`config.mk`:
```
export PLATFORM = sky130hd
export DESIGN_NAME = fwd_hazard_unit
export DESIGN_NICKNAME = d
export VERILOG_FILES = /design/src/rtl/fwd_hazard_unit.sv
export SDC_FILE = /design/constraint.sdc
export NUM_CORES = 1
export LEC_CHECK = 0
export CORE_AREA = 2 2 110 112
export CTS_BUF_LIST = sky130_fd_sc_hd__clkbuf_2
export CTS_CLUSTER_DIAMETER = 200
export DETAILED_ROUTE_END_ITERATION = 8
export DIE_AREA = 0 0 112 114
export HOLD_SLACK_MARGIN = 0.06
export PLACE_DENSITY = 0.8
export SYNTH_ARGS = -nofsm -noshare
export SYNTH_HDL_FRONTEND = slang
export SYNTH_SLANG_ARGS = --single-unit
```
`constraint.sdc`:
```
create_clock -name clk -period 3.1 [get_ports clk]
set_input_delay 0.465 -clock clk [delete_from_list [all_inputs] [get_ports clk]]
set_output_delay 0.465 -clock clk [all_outputs]
set_load 0.03 [all_outputs]
```
`src/rtl/fwd_hazard_unit.sv`:
```
// Forwarding and hazard unit: EX-stage bypass selection, ID load-use detection,
// and a self-timed scoreboard of in-flight long-latency (mul/div) writes that
// stalls dependent, WAW-conflicting or structurally blocked instructions in ID.
module fwd_hazard_unit #(
    parameter int AW         = 5,
    parameter int NUM_SRC    = 2,
    parameter int NUM_STAGES = 2,
    parameter int SB_DEPTH   = 4,
    parameter int LAT_W      = 5,
    parameter int SEL_W      = $clog2(NUM_STAGES + 1)
) (
    input  logic                              clk,
    input  logic                              rst,
    input  logic [NUM_SRC*AW-1:0]             ex_rs,
    input  logic [NUM_STAGES-1:0]             stg_valid,
    input  logic [NUM_STAGES-1:0]             stg_regWrite,
    input  logic [NUM_STAGES*AW-1:0]          stg_rd,
    input  logic                              stg0_isLoad,
    input  logic                              id_valid,
    input  logic [NUM_SRC*AW-1:0]             id_rs,
    input  logic [NUM_SRC-1:0]                id_rs_used,
    input  logic                              id_regWrite,
    input  logic [AW-1:0]                     id_rd,
    input  logic                              id_isLong,
    input  logic [LAT_W-1:0]                  id_lat,
    input  logic                              ex_isLoad,
    input  logic                              ex_valid,
    input  logic                              ex_regWrite,
    input  logic [AW-1:0]                     ex_rd,
    output logic [NUM_SRC*SEL_W-1:0]          fwd_sel,
    output logic                              stall,
    output logic                              sb_busy,
    output logic [$clog2(SB_DEPTH+1)-1:0]     sb_count,
    output logic [31:0]                       stall_cnt
);

    localparam int CNT_W = $clog2(SB_DEPTH + 1);

    // stg0_isLoad is informational here: the load-use hazard is caught one
    // stage earlier (ID vs ID/EX), so a load never needs to forward from EX/MEM.
    logic unused_ok;
    assign unused_ok = stg0_isLoad;

    logic [SB_DEPTH-1:0] sb_valid;
    logic [SB_DEPTH-1:0] raw_hit;
    logic [SB_DEPTH-1:0] waw_hit;
    logic [SB_DEPTH-1:0] alloc_oh;
    logic [NUM_SRC-1:0]  lu_hit;
    logic [LAT_W-1:0]    lat_eff;
    logic                lu;
    logic                raw;
    logic                waw;
    logic                full;
    logic                do_alloc;
    logic [31:0]         stall_cnt_reg;

    genvar gi;

    // Per-operand bypass select and load-use match
    generate
        for (gi = 0; gi < NUM_SRC; gi++) begin : g_src
            logic [AW-1:0]    rs;
            logic [SEL_W-1:0] sel;
            assign rs = ex_rs[gi*AW +: AW];

            // Walk stages oldest to youngest so the youngest match overrides
            always_comb begin
                sel = '0;
                for (int k = NUM_STAGES - 1; k >= 0; k--) begin
                    if (stg_valid[k] && stg_regWrite[k] &&
                        stg_rd[k*AW +: AW] != '0 && stg_rd[k*AW +: AW] == rs)
                        sel = SEL_W'(k + 1);
                end
            end

            assign fwd_sel[gi*SEL_W +: SEL_W] = sel;
            assign lu_hit[gi] = id_rs_used[gi] && (ex_rd == id_rs[gi*AW +: AW]);
        end
    endgenerate

    assign lu = id_valid && ex_valid && ex_isLoad && ex_regWrite &&
                (ex_rd != '0) && (|lu_hit);

    assign lat_eff  = (id_lat == '0) ? LAT_W'(1) : id_lat;
    assign raw      = |raw_hit;
    assign waw      = id_regWrite && (|waw_hit);
    assign full     = id_isLong && (&sb_valid);
    assign stall    = id_valid && (lu || raw || waw || full);
    assign do_alloc = id_valid && !stall && id_isLong && id_regWrite && (id_rd != '0);

    // Pick the lowest-index free scoreboard slot
    always_comb begin
        logic found;
        alloc_oh = '0;
        found    = 1'b0;
        for (int j = 0; j < SB_DEPTH; j++) begin
            if (!sb_valid[j] && !found) begin
                alloc_oh[j] = 1'b1;
                found       = 1'b1;
            end
        end
    end

    // Scoreboard entries: allocate into a free slot or count down to retirement
    generate
        for (gi = 0; gi < SB_DEPTH; gi++) begin : g_sb
            logic             valid_reg;
            logic [AW-1:0]    rd_reg;
            logic [LAT_W-1:0] cnt_reg;
            logic [NUM_SRC-1:0] rs_match;

            // Entry state; retirement at cnt==1 coincides with the long-unit write-back
            always_ff @(posedge clk or posedge rst) begin
                if (rst) begin
                    valid_reg <= 1'b0;
                    rd_reg    <= '0;
                    cnt_reg   <= '0;
                end else if (valid_reg) begin
                    if (cnt_reg > LAT_W'(1)) begin
                        cnt_reg <= cnt_reg - LAT_W'(1);
                    end else begin
                        valid_reg <= 1'b0;
                        cnt_reg   <= '0;
                    end
                end else if (do_alloc && alloc_oh[gi]) begin
                    valid_reg <= 1'b1;
                    rd_reg    <= id_rd;
                    cnt_reg   <= lat_eff;
                end
            end

            // Source-operand comparison against this entry's destination
            always_comb begin
                rs_match = '0;
                for (int s = 0; s < NUM_SRC; s++)
                    rs_match[s] = id_rs_used[s] && (id_rs[s*AW +: AW] == rd_reg);
            end

            assign sb_valid[gi] = valid_reg;
            assign raw_hit[gi]  = valid_reg && (|rs_match);
            assign waw_hit[gi]  = valid_reg && (rd_reg == id_rd);
        end
    endgenerate

    // Population count of occupied slots
    always_comb begin
        sb_count = '0;
        for (int j = 0; j < SB_DEPTH; j++)
            sb_count = sb_count + CNT_W'(sb_valid[j]);
    end

    assign sb_busy = (sb_count != '0);

    // Saturating stall-cycle counter
    always_ff @(posedge clk or posedge rst) begin
        if (rst)
            stall_cnt_reg <= '0;
        else if (stall && stall_cnt_reg != 32'hFFFF_FFFF)
            stall_cnt_reg <= stall_cnt_reg + 32'd1;
    end

    assign stall_cnt = stall_cnt_reg;

endmodule

```
==> out/results.md, run 1 <==
- **number of cell rows** 40
- **Layout fillers** 1017
- **reg-to-reg critical path endpoint** stall_cnt[1]
- **via total after detailed routing** 4237
- **post-synthesis to final-layout area growth** 29.2%
- **cell taking the most area after synthesis** sky130_fd_sc_hd__dfrtp_1
- **area occupied by multi-input gates** 0.00297 mm²
- **wirelength, routed** 13000 µm
- **DRC violation count after routing** 0
- **R2R Setup Slk** 0.52 ns
- **Power Total** 3.74 mW
- **Reg clk slew, reported paths** 0.22 ns
- **number of primary I/O pins** 101
- **Worst Path Class, Setup** reg2out
- **Port Buf Inserts** 99
- **Final HPWL DP** 9840 µm
- **Fmax** 336 MHz
- **proportion of synthesized flip-flops having asynchronous set or reset** 100%
- **diodes inserted** 0
- **cell chosen for the clock root** sky130_fd_sc_hd__clkbuf_2
- **RSZ-0062 raised after global routing** true
- **Slew HR** 44.6%
- **NumNets Final** 701
- **startpoint of the worst-slack reg-to-reg timing path** stall_cnt[0]
- **final count of pins violating max slew** 0
- **number of DRC markers in iteration 0** 215
- **Tightest Pin Transition** 0.821 ns
- **maximum ir drop on the vdd rail** 0.420 mV
- **peak fanout along the critical path** 2
- **Netlist cell types** 57
- **H-tree depth** 3
- **area of the core** 0.0117 mm²
- **commonest cells after routing, fill and taps aside** 92 x sky130_fd_sc_hd__clkdlybuf4s50_1, 76 x sky130_fd_sc_hd__dfrtp_1, 67 x sky130_fd_sc_hd__xnor2_1, 55 x sky130_fd_sc_hd__xor2_1, 32 x sky130_fd_sc_hd__buf_4
- **cell depth of the worst flop-to-flop path** 9
- **Finish-stage setup viols** 0
- **top-area cell type share of the netlist area** 37.4%
- **count of maximum capacitance violations** 0
- **final estimated routing congestion in global placement** 0.905
- **areal power density over the cells** 569 mW/mm²
- **Lkg Pwr** 2.83 nW
- **Synth Cell Area** 0.00509 mm²
- **number of nets in the synthesized netlist** 585
- **Post-Syn Instances** 510
- **most frequent standard cell in the layout excluding fill and tap cells** sky130_fd_sc_hd__clkdlybuf4s50_1
- **clock tree from TritonCTS** done
- **ratio of cells with drive above 1 in the final layout** 13.3%
- **mean instance size in the synthesized netlist** 9.98 µm²
- **number of hold-repair buffers added at the cts stage** 0
- **DR pass1 iterations** 4
- **part of the Yosys area used for sequential elements** 37.4%
- **time the final worst path needs with I/O delays and setup** 2.98 ns
- **flip-flop count of the largest register after layout** 32
- **Die Ht** 114 µm
- **Critical Path Source Type** flop
- **status** completed
- **number of clock sinks** 76
- **CTS max path bufs** 2
- **worst skew pair latency** 0.54 ns
- **yosys synthesis warning count** 0
- **global-route wire length before repair** 21700 µm
- **Data arrival, critical path** 2.52 ns
- **wire length per cell after detailed routing** 16.7 µm
- **register area** 0.00190 mm²
- **Post-synth EDFFs** 0
- **largest cells by area after synthesis** sky130_fd_sc_hd__dfrtp_1 37%, sky130_fd_sc_hd__xnor2_1 12%, sky130_fd_sc_hd__xor2_1 9.5%
- **area enclosed by the die boundary** 0.0128 mm²
- **pin count of the biggest net entering global routing** 44
- **initial standard-cell utilization of the core** 43.4%
- **total of flip-flops plus latches after synthesis** 76
- **endpoint kind of the worst setup timing path** primary output
- **ratio of routed vias to standard cells** 5.45
- **number of failing hold endpoints at the final stage** 0
- **Worst setup endpoint** sb_busy
- **Post-Route Setup TNS** 0 ns
- **CTS Buf Count** 9
- **Antenna Nets Post-Route** 0
- **ys flop type** sky130_fd_sc_hd__dfrtp_1
- **worst setup skew after layout** 0.0266 ns
- **Setup Fix Bufs, Post-CTS** 0
- **worst min path class** in2async
- **global-route congestion overflow total** 0
- **period utilization** 96.1%
- **CP startpoint** g_sb[1].valid_reg
- **GRT Util Overall** 20.9%
- **overall die width** 112 µm
- **required time at the endpoint of the critical path** 2.63 ns
- **number of global-route vias before repair** 4425
- **antenna violations before repair** 0
## stage by stage
stage	util, %	hold WS [ns]	setup WS [ns]	instances	cell area [µm²]
floorplan	-	0.467	0.229	510	5090
global placement	54.5	0.477	0.117	762	6390
detailed placement	54.5	0.479	0.00658	762	6390
CTS	55.9	0.302	-0.124	778	6550
global route	56.1	0.327	-0.0107	778	6570
finish	56.1	0.324	0.119	778	6570
## synth_stat cells, drive strengths merged, types with 17 or more instances
cell type / number
nand2: 29
nand4: 29
buf: 25
nor2: 23
xnor2: 67
nand3: 17
mux2: 21
inv: 24
dfrtp: 76
xor2: 55
## how the worst min path moves through the flow
stage	startpoint	end	depth (start not counted)
2_1_floorplan	g_sb[1].cnt_reg[4]	g_sb[1].cnt_reg[4]	1
5_1_grt	rst	stall_cnt[12]	2
3_3_place_gp	stall_cnt[31]	stall_cnt[31]	1
6_report	rst	stall_cnt[12]	2
3_5_place_dp	stall_cnt[31]	stall_cnt[31]	1
4_1_cts	rst	stall_cnt[16]	2
## logic make-up (layout without fill, tap and decap cells)
logic type | Yosys count | count (layout) | share of synthesized area, %
DFF | 76 | 76 | 37.4
buffers and inverters | 50 | 171 | 4.65
adders and majority gates | 15 | 15 | 3.84
AOI/OAI and AO/OA | 50 | 50 | 7.18
xor gates and xnor gates | 122 | 122 | 21.0
and+or+nand+nor | 167 | 167 | 19.2
muxes | 30 | 30 | 6.79
## critical path: stages, from the launching register on
cell	delay, ns
sky130_fd_sc_hd__dfrtp_1	0.42
sky130_fd_sc_hd__inv_2	0.06
sky130_fd_sc_hd__fa_1	0.54
sky130_fd_sc_hd__inv_1	0.05
sky130_fd_sc_hd__ha_2	0.18
sky130_fd_sc_hd__ha_4	0.23
sky130_fd_sc_hd__or3_4	0.36
sky130_fd_sc_hd__buf_6	0.14
## routing by layer
| metal | wire, µm | global-route usage (%) | up-vias |
|---|---|---|---|
| li1 | - | - | 2036 |
| met1 | 5720 | 26.8 | 2071 |
| met2 | 6420 | 35.6 | 111 |
| met3 | 677 | 5.79 | 19 |
| met4 | 175 | 4.72 | 0 |
| met5 | 0 | 0 | - |
## layout make-up
cell class	instances	area share, %
clock buffers	10	0.761
clock inverters	6	1.69
inverters	24	1.37
multi-input cells	384	45.2
flip-flops and latches	76	28.9
well taps	147	2.80
repair buffers	131	19.3
## power breakdown
| group | internal (mW) | total, mW | switching, mW |
|---|---|---|---|
| sequential | 1.23 | 1.55 | 0.323 |
| combinational | 0.753 | 1.46 | 0.712 |
| clock | 0.353 | 0.724 | 0.371 |
## repair_timing
action,in CTS,in global routing
endpoints found under the setup margin,2,3
gates resized for setup,4,12
pin swaps,0,3
Note: power is estimated with default switching activity, not from simulation.
==> run 2, diff against run 1 <==
--- a/config.mk
+++ b/config.mk
@@ -5,13 +5,15 @@
 export SDC_FILE = /design/constraint.sdc
 export NUM_CORES = 1
 export LEC_CHECK = 0
+export CAP_MARGIN = 20
 export CORE_AREA = 2 2 110 112
 export CTS_BUF_LIST = sky130_fd_sc_hd__clkbuf_2
 export CTS_CLUSTER_DIAMETER = 200
 export DETAILED_ROUTE_END_ITERATION = 8
 export DIE_AREA = 0 0 112 114
+export DONT_BUFFER_PORTS = 1
 export HOLD_SLACK_MARGIN = 0.06
-export PLACE_DENSITY = 0.8
+export PLACE_DENSITY = 0.69
 export SYNTH_ARGS = -nofsm -noshare
 export SYNTH_HDL_FRONTEND = slang
 export SYNTH_SLANG_ARGS = --single-unit
==> run 2 against run 1 <==
Against the previous run: sequential power about the same; register-to-register slack lost 0.06 ns; non-clock buffer count shrank 103; clock power shrank 24%; cell area is 16% lower; global-route usage shrank 1.8 points; utilization is 9.3 points lower; count of clock-buffer cells in the layout unchanged; first-iteration DRC count is 36% lower; routed wire length decreased by 8.2%; critical path type unchanged; largest power group unchanged; highest routed layer unchanged.
==> out/results.md, run 2 (synthesis gave the netlist of run 1 again) <==
- **most frequent standard cell in the layout excluding fill and tap cells** sky130_fd_sc_hd__dfrtp_1
- **required time at the endpoint of the critical path** 2.63 ns, about the same
- **cell with the largest stage delay on the worst path** sky130_fd_sc_hd__fa_1
- **Hold Path Cell Cnt** 2
- **Cell Count Post-Placement** 649, -15%
- **cell depth of the worst flop-to-flop path** 9, unchanged
- **R2R Setup Slk** 0.46 ns, -0.06 ns
- **Worst Path Class, Setup** reg2out
- **status** completed
- **Placement Cell Area** 0.00526 mm², -18%
- **Finish-stage setup viols** 0, unchanged
- **worst setup skew after layout** 0.0252 ns, -0.00138 ns
- **Die Ht** 114 µm, unchanged
- **area enclosed by the die boundary** 0.0128 mm², unchanged
- **crit-path cells** inv_1, fa_1, inv_1, ha_1, ha_1, or3_4
- **Antenna Nets Post-Route** 0, unchanged
- **peak fanout along the critical path** 7, +5
- **startpoint of the worst-slack reg-to-reg timing path** stall_cnt[1]
- **DR pass1 iterations** 4, unchanged
- **worst min path class** in2reg
- **wirelength, routed** 11900 µm, -8.2%
- **DRC violation count after routing** 0, unchanged
- **cell chosen for the clock root** sky130_fd_sc_hd__clkbuf_2
- **number of global-route vias before repair** 4027, -9.0%
- **GRT Util Overall** 19.1%, -1.8 points
- **areal power density over the cells** 605 mW/mm², +6.3%
- **Lkg Pwr** 2.37 nW, -16%
- **ratio of cells with drive above 1 in the final layout** 12.1%, -1.2 points
- **Endpoint, Worst Hold** g_sb[1].cnt_reg[3]
- **number of failing hold endpoints at the final stage** 0, unchanged
- **RSZ-0062 raised after global routing** false
- **number of primary I/O pins** 101, unchanged
- **reg-to-reg critical path endpoint** stall_cnt[25]
- **Final Non-Filler Cells** 676, -13%
- **count of maximum capacitance violations** 0, unchanged
- **pin count of the biggest net entering global routing** 36, -18%
- **number of DRC markers in iteration 0** 137, -36%
- **Post-Route Setup TNS** 0 ns, unchanged
- **period utilization** 94.6%, -1.6 points
- **critical hold path startpoint** id_lat[3]
- **H-tree depth** 3, unchanged
- **final estimated routing congestion in global placement** 0.854, -5.6%
- **Data arrival, critical path** 2.47 ns, -0.05 ns
- **Critical Path Max Stage Delay** 0.53 ns, about the same
- **Layout fillers** 1082, +6.4%
- **area of the core** 0.0117 mm², unchanged
- **clock tree from TritonCTS** done
- **commonest cells after routing, fill and taps aside** 76 x sky130_fd_sc_hd__dfrtp_1, 67 x sky130_fd_sc_hd__xnor2_1, 55 x sky130_fd_sc_hd__xor2_1, 29 x sky130_fd_sc_hd__nand4_1, 29 x sky130_fd_sc_hd__nand2_1
- **wire length per cell after detailed routing** 17.6 µm, +5.6%
- **area of all placed cells without fillers** 0.00549 mm², -16%
- **post-synthesis to final-layout area growth** 7.89%
- **number of clock sinks** 76, unchanged
- **Final HPWL DP** 8610 µm, -12%
- **worst skew pair latency** 0.50 ns, -0.04 ns
- **endpoint kind of the worst setup timing path** primary output
- **maximum ir drop on the vdd rail** 0.360 mV, -14%
- **CTS Buf Count** 9, unchanged
- **number of cell rows** 40, unchanged
- **flip-flop count of the largest register after layout** 32, unchanged
- **Slew HR** 40.5%, -4.1 points
- **time the final worst path needs with I/O delays and setup** 2.93 ns, -0.0485 ns
- **Fmax** 341 MHz, +1.7%
- **final count of pins violating max slew** 0, unchanged
- **Reg clk slew, reported paths** 0.20 ns, -0.02 ns
- **Tightest Pin Transition** 0.881 ns, +0.0606 ns
- **global-route wire length before repair** 19600 µm, -9.8%
- **ratio of routed vias to standard cells** 5.67, +4.2%
- **overall die width** 112 µm, unchanged
- **global-route congestion overflow total** 0, unchanged
- **Critical Path Source Type** flop
- **NumNets Final** 598, -15%
- **antenna violations before repair** 0, unchanged
- **Port Buf Inserts** 0, -100%
- **initial standard-cell utilization of the core** 43.4%, unchanged
- **CTS max path bufs** 2, unchanged
- **via total after detailed routing** 3835, -9.5%
-- run 2: changes by cell type in the layout (fill, tap and decap cells not counted), moves of 3 or more --
cell | previous run | this run
sky130_fd_sc_hd__clkdlybuf4s50_1 | 92 | 0
sky130_fd_sc_hd__buf_4 | 32 | 18
sky130_fd_sc_hd__dlygate4sd3_1 | 0 | 10
sky130_fd_sc_hd__buf_12 | 3 | 0
-- run 2: worst max-delay path by stage --
stage                               end  depth (start not counted)              start  slack, ns
after floorplan              fwd_sel[1]                          4          stg_rd[1]       0.23
after global placement    stall_cnt[25]                          9       stall_cnt[1]       0.54
after detailed placement  stall_cnt[25]                          9       stall_cnt[1]       0.47
after CTS                       sb_busy                          6  g_sb[0].valid_reg      0.002
after global routing            sb_busy                          6  g_sb[1].valid_reg       0.03
final                           sb_busy                          6  g_sb[1].valid_reg       0.17
-- run 2: worst max-delay path, delay by kind of cell (launching register included) --
family                   cells  cell delay (ns)
flip-flops                   1             0.39
buffers and inverters        2             0.17
AND/OR/NAND/NOR              1             0.45
adder cells (fa/ha/maj)      3             0.99
-- run 2: final cells by class --
cell class | instances | area, µm² | area share [%]
multi-input cells | 384 | 2960 | 53.9
flip-flops and latches | 76 | 1900 | 34.6
repair buffers | 28 | 235 | 4.29
well taps | 147 | 184 | 3.35
inverters | 24 | 90.1 | 1.64
clock inverters | 6 | 65.1 | 1.19
clock buffers | 10 | 50.0 | 0.912
diodes | 1 | 2.50 | 0.0456
-- run 2: routing by layer --
metal,vias up,global-route usage (%),share of wire [%]
li1,1820,-,-
met1,1859,24.6,43
met2,135,31.3,47
met3,21,4.57,7.5
met4,0,7.72,2.4
met5,-,0,0
-- run 2: repair_timing --
item | in CTS | in global routing
endpoints found under the hold margin | 53 | 2
hold buffers | 8 | 2
setup endpoints to repair | 0 | 2
resized for setup | 0 | 3
setup buffers | 0 | 0
-- run 2: report_power, final --
group / leakage [nW] / switching (mW) / internal [mW]
Combinational: 1.30 / 0.579 / 0.612
Clock: 0.0735 / 0.360 / 0.191
Sequential: 1.00 / 0.351 / 1.23
-- run 2: metrics by stage --
step	setup slack (ns)	util [%]	hold WS (ns)	power, mW
2_1_floorplan	0.229	-	0.467	2.53
3_3_place_gp	0.543	44.9	0.491	2.70
3_5_place_dp	0.469	44.9	0.504	2.76
4_1_cts	0.00181	46.6	0.0606	3.34
5_1_grt	0.0259	46.8	0.0601	3.58
6_report	0.168	46.9	0.111	3.32
==> run 3, diff against run 2 <==
--- a/config.mk
+++ b/config.mk
@@ -13,6 +13,7 @@
 export DIE_AREA = 0 0 112 114
 export DONT_BUFFER_PORTS = 1
 export HOLD_SLACK_MARGIN = 0.06
+export MAX_ROUTING_LAYER = met4
 export PLACE_DENSITY = 0.69
 export SYNTH_ARGS = -nofsm -noshare
 export SYNTH_HDL_FRONTEND = slang
==> run 3 against run 2 <==
Against the previous run: first-iteration DRC count decreased by 1.5%; count of clock-buffer cells in the layout unchanged; routed wire length rose by 0.18%; sequential power hardly changed; utilization about the same; via count rose by 0.55%; cell area about the same; non-clock buffer count is the same; global-route usage is 0.58 points higher; power is essentially flat; largest power group unchanged.
==> out/results.md, run 3 (synthesis gave the netlist of run 1 again) <==
- **status** completed
- **pin count of the biggest net entering global routing** 36, unchanged
- **cell chosen for the clock root** sky130_fd_sc_hd__clkbuf_2
- **diodes inserted** 0, -1
- **ratio of cells with drive above 1 in the final layout** 12.1%, unchanged
- **GRT Util Overall** 19.7%, +0.58 points
- **NumNets Final** 598, unchanged
- **period utilization** 94.6%, about the same
- **Slew HR** 41.1%, +0.63 points
- **final count of pins violating max slew** 0, unchanged
- **H-tree depth** 3, unchanged
- **Fmax** 341 MHz, about the same
- **DRC violation count after routing** 0, unchanged
- **Data arrival, critical path** 2.47 ns, about the same
- **R2R Setup Slk** 0.46 ns, about the same
- **Tightest Pin Transition** 0.872 ns, -0.00930 ns
- **Worst Path Class, Setup** reg2out
- **wirelength, routed** 11900 µm, +0.18%
- **ratio of routed vias to standard cells** 5.71, +0.70%
- **most frequent standard cell in the layout excluding fill and tap cells** sky130_fd_sc_hd__dfrtp_1
- **register area** 0.00190 mm², unchanged
- **Critical Path Source Type** flop
- **maximum ir drop on the vdd rail** 0.360 mV, about the same
- **CTS max path bufs** 2, unchanged
- **via total after detailed routing** 3856, +0.55%
- **clock tree from TritonCTS** done
- **count of maximum capacitance violations** 0, unchanged
- **peak fanout along the critical path** 7, unchanged
- **startpoint of the worst-slack reg-to-reg timing path** stall_cnt[1]
- **number of cell rows** 40, unchanged
- **global-route wire length before repair** 19600 µm, +0.14%
- **clock share of power** 16.6%, about the same
- **initial standard-cell utilization of the core** 43.4%, unchanged
- **Lkg Pwr** 2.37 nW, about the same
- **net load switching power** 1.29 mW, about the same
- **CP startpoint** g_sb[1].valid_reg
- **combinational cell fraction of total power** 35.8%, about the same
- **required time at the endpoint of the critical path** 2.63 ns, about the same
- **number of primary I/O pins** 101, unchanged
- **worst slack on hold paths** 0.106 ns, -0.00506 ns
- **DR pass1 iterations** 4, unchanged
- **worst setup skew after layout** 0.0240 ns, -0.00117 ns
- **flip-flop count of the largest register after layout** 32, unchanged
- **overall die width** 112 µm, unchanged
- **final estimated routing congestion in global placement** 0.867, +1.6%
- **switching power share of the total** 38.8%, about the same
- **number of failing hold endpoints at the final stage** 0, unchanged
- **number of DRC markers in iteration 0** 135, -1.5%
- **part of the power in registers** 47.6%, about the same
- **Port Buf Inserts** 0, unchanged
- **wire length per cell after detailed routing** 17.7 µm, +0.33%
- **Util after Layout** 46.8%, about the same
- **Final HPWL DP** 8610 µm, unchanged
- **Finish-stage setup viols** 0, unchanged
- **commonest cells after routing, fill and taps aside** 76 x sky130_fd_sc_hd__dfrtp_1, 67 x sky130_fd_sc_hd__xnor2_1, 55 x sky130_fd_sc_hd__xor2_1, 29 x sky130_fd_sc_hd__nand4_1, 29 x sky130_fd_sc_hd__nand2_1
- **areal power density over the cells** 606 mW/mm², about the same
- **Die Ht** 114 µm, unchanged
- **Cell Count Post-Placement** 649, unchanged
- **antenna violations before repair** 0, unchanged
- **Layout fillers** 1083, +0.092%
- **Internal Pwr Total** 2.03 mW, about the same
- **critical hold path startpoint** id_lat[3]
- **area of the core** 0.0117 mm², unchanged
- **number of clock sinks** 76, unchanged
- **Post-Route Setup TNS** 0 ns, unchanged
- **area occupied by multi-input gates** 0.00296 mm², unchanged
- **number of global-route vias before repair** 4018, -0.22%
- **Final Non-Filler Cells** 675, -0.15%
- **endpoint kind of the worst setup timing path** primary output
- **Reg clk slew, reported paths** 0.20 ns, about the same
- **global-route congestion overflow total** 0, unchanged
- **worst min path class** in2reg
- **post-synthesis to final-layout area growth** 7.85%, about the same
- **Antenna Nets Post-Route** 0, unchanged
- **worst skew pair latency** 0.50 ns, about the same
- **CTS Buf Count** 9, unchanged
- **Setup Fix Bufs, Post-CTS** 0, unchanged
- **area enclosed by the die boundary** 0.0128 mm², unchanged
- **RSZ-0062 raised after global routing** false
- **time the final worst path needs with I/O delays and setup** 2.93 ns, -0.000557 ns
==> run 3: cell types whose count changed in the layout (fill, tap and decap cells not counted), sizes merged <==
cell / change
diode: -1
==> run 3: worst max-delay path: stages, from the launching register on <==
cell,delay [ns]
sky130_fd_sc_hd__dfrtp_1,0.39
sky130_fd_sc_hd__inv_1,0.13
sky130_fd_sc_hd__fa_1,0.53
sky130_fd_sc_hd__inv_1,0.04
sky130_fd_sc_hd__ha_1,0.17
sky130_fd_sc_hd__ha_1,0.29
sky130_fd_sc_hd__or3_4,0.45
==> run 3: what timing repair did <==
item,4_1_cts,5_1_grt
setup endpoints to repair,0,2
hold buffers,8,2
hold endpoints to repair,53,2
gates resized for setup,0,3
==> run 3: path summary, 6_finish.rpt <==
| path | to | cells past startpoint |
|---|---|---|
| min in group asynchronous | stall_cnt[18] | 2 |
| max in group asynchronous | g_sb[1].cnt_reg[4] | 3 |
| max | sb_busy | 6 |
| min reg2reg | g_sb[1].cnt_reg[4] | 1 |
| max reg2reg | stall_cnt[25] | 9 |
| min | g_sb[1].cnt_reg[3] | 2 |
==> run 3: per-layer routing <==
layer	part of all wire, %	track usage (%)
met1	44	24.9
met2	47	31.2
met3	6.3	4.20
met4	2.6	7.72
met5	0	-
==> run 3: power groups by stage <==
| stage | clock, mW | sequential [mW] | combinational [mW] |
|---|---|---|---|
| 2_1_floorplan | 0 | 1.55 | 0.983 |
| 3_3_place_gp | 0 | 1.58 | 1.12 |
| 3_5_place_dp | 0 | 1.60 | 1.17 |
| 4_1_cts | 0.576 | 1.58 | 1.18 |
| 5_1_grt | 0.617 | 1.63 | 1.34 |
| 6_report | 0.551 | 1.58 | 1.19 |
==> run 3: layout make-up <==
| type | instances | share of cell area [%] |
|---|---|---|
| multi-input cells | 384 | 54.0 |
| repair buffers | 28 | 4.29 |
| inverters | 24 | 1.64 |
| clock inverters | 6 | 1.19 |
| flip-flops and latches | 76 | 34.7 |
| well taps | 147 | 3.35 |
| clock buffers | 10 | 0.912 |
==> run 3: per-stage QoR <==
step	power (mW)	worst slack [ns]	instance area, µm²
floorplan	2.53	0.229	5090
global placement	2.70	0.543	5260
detailed placement	2.76	0.469	5260
CTS	3.34	0.00181	5460
global route	3.58	0.0259	5490
finish	3.32	0.168	5490
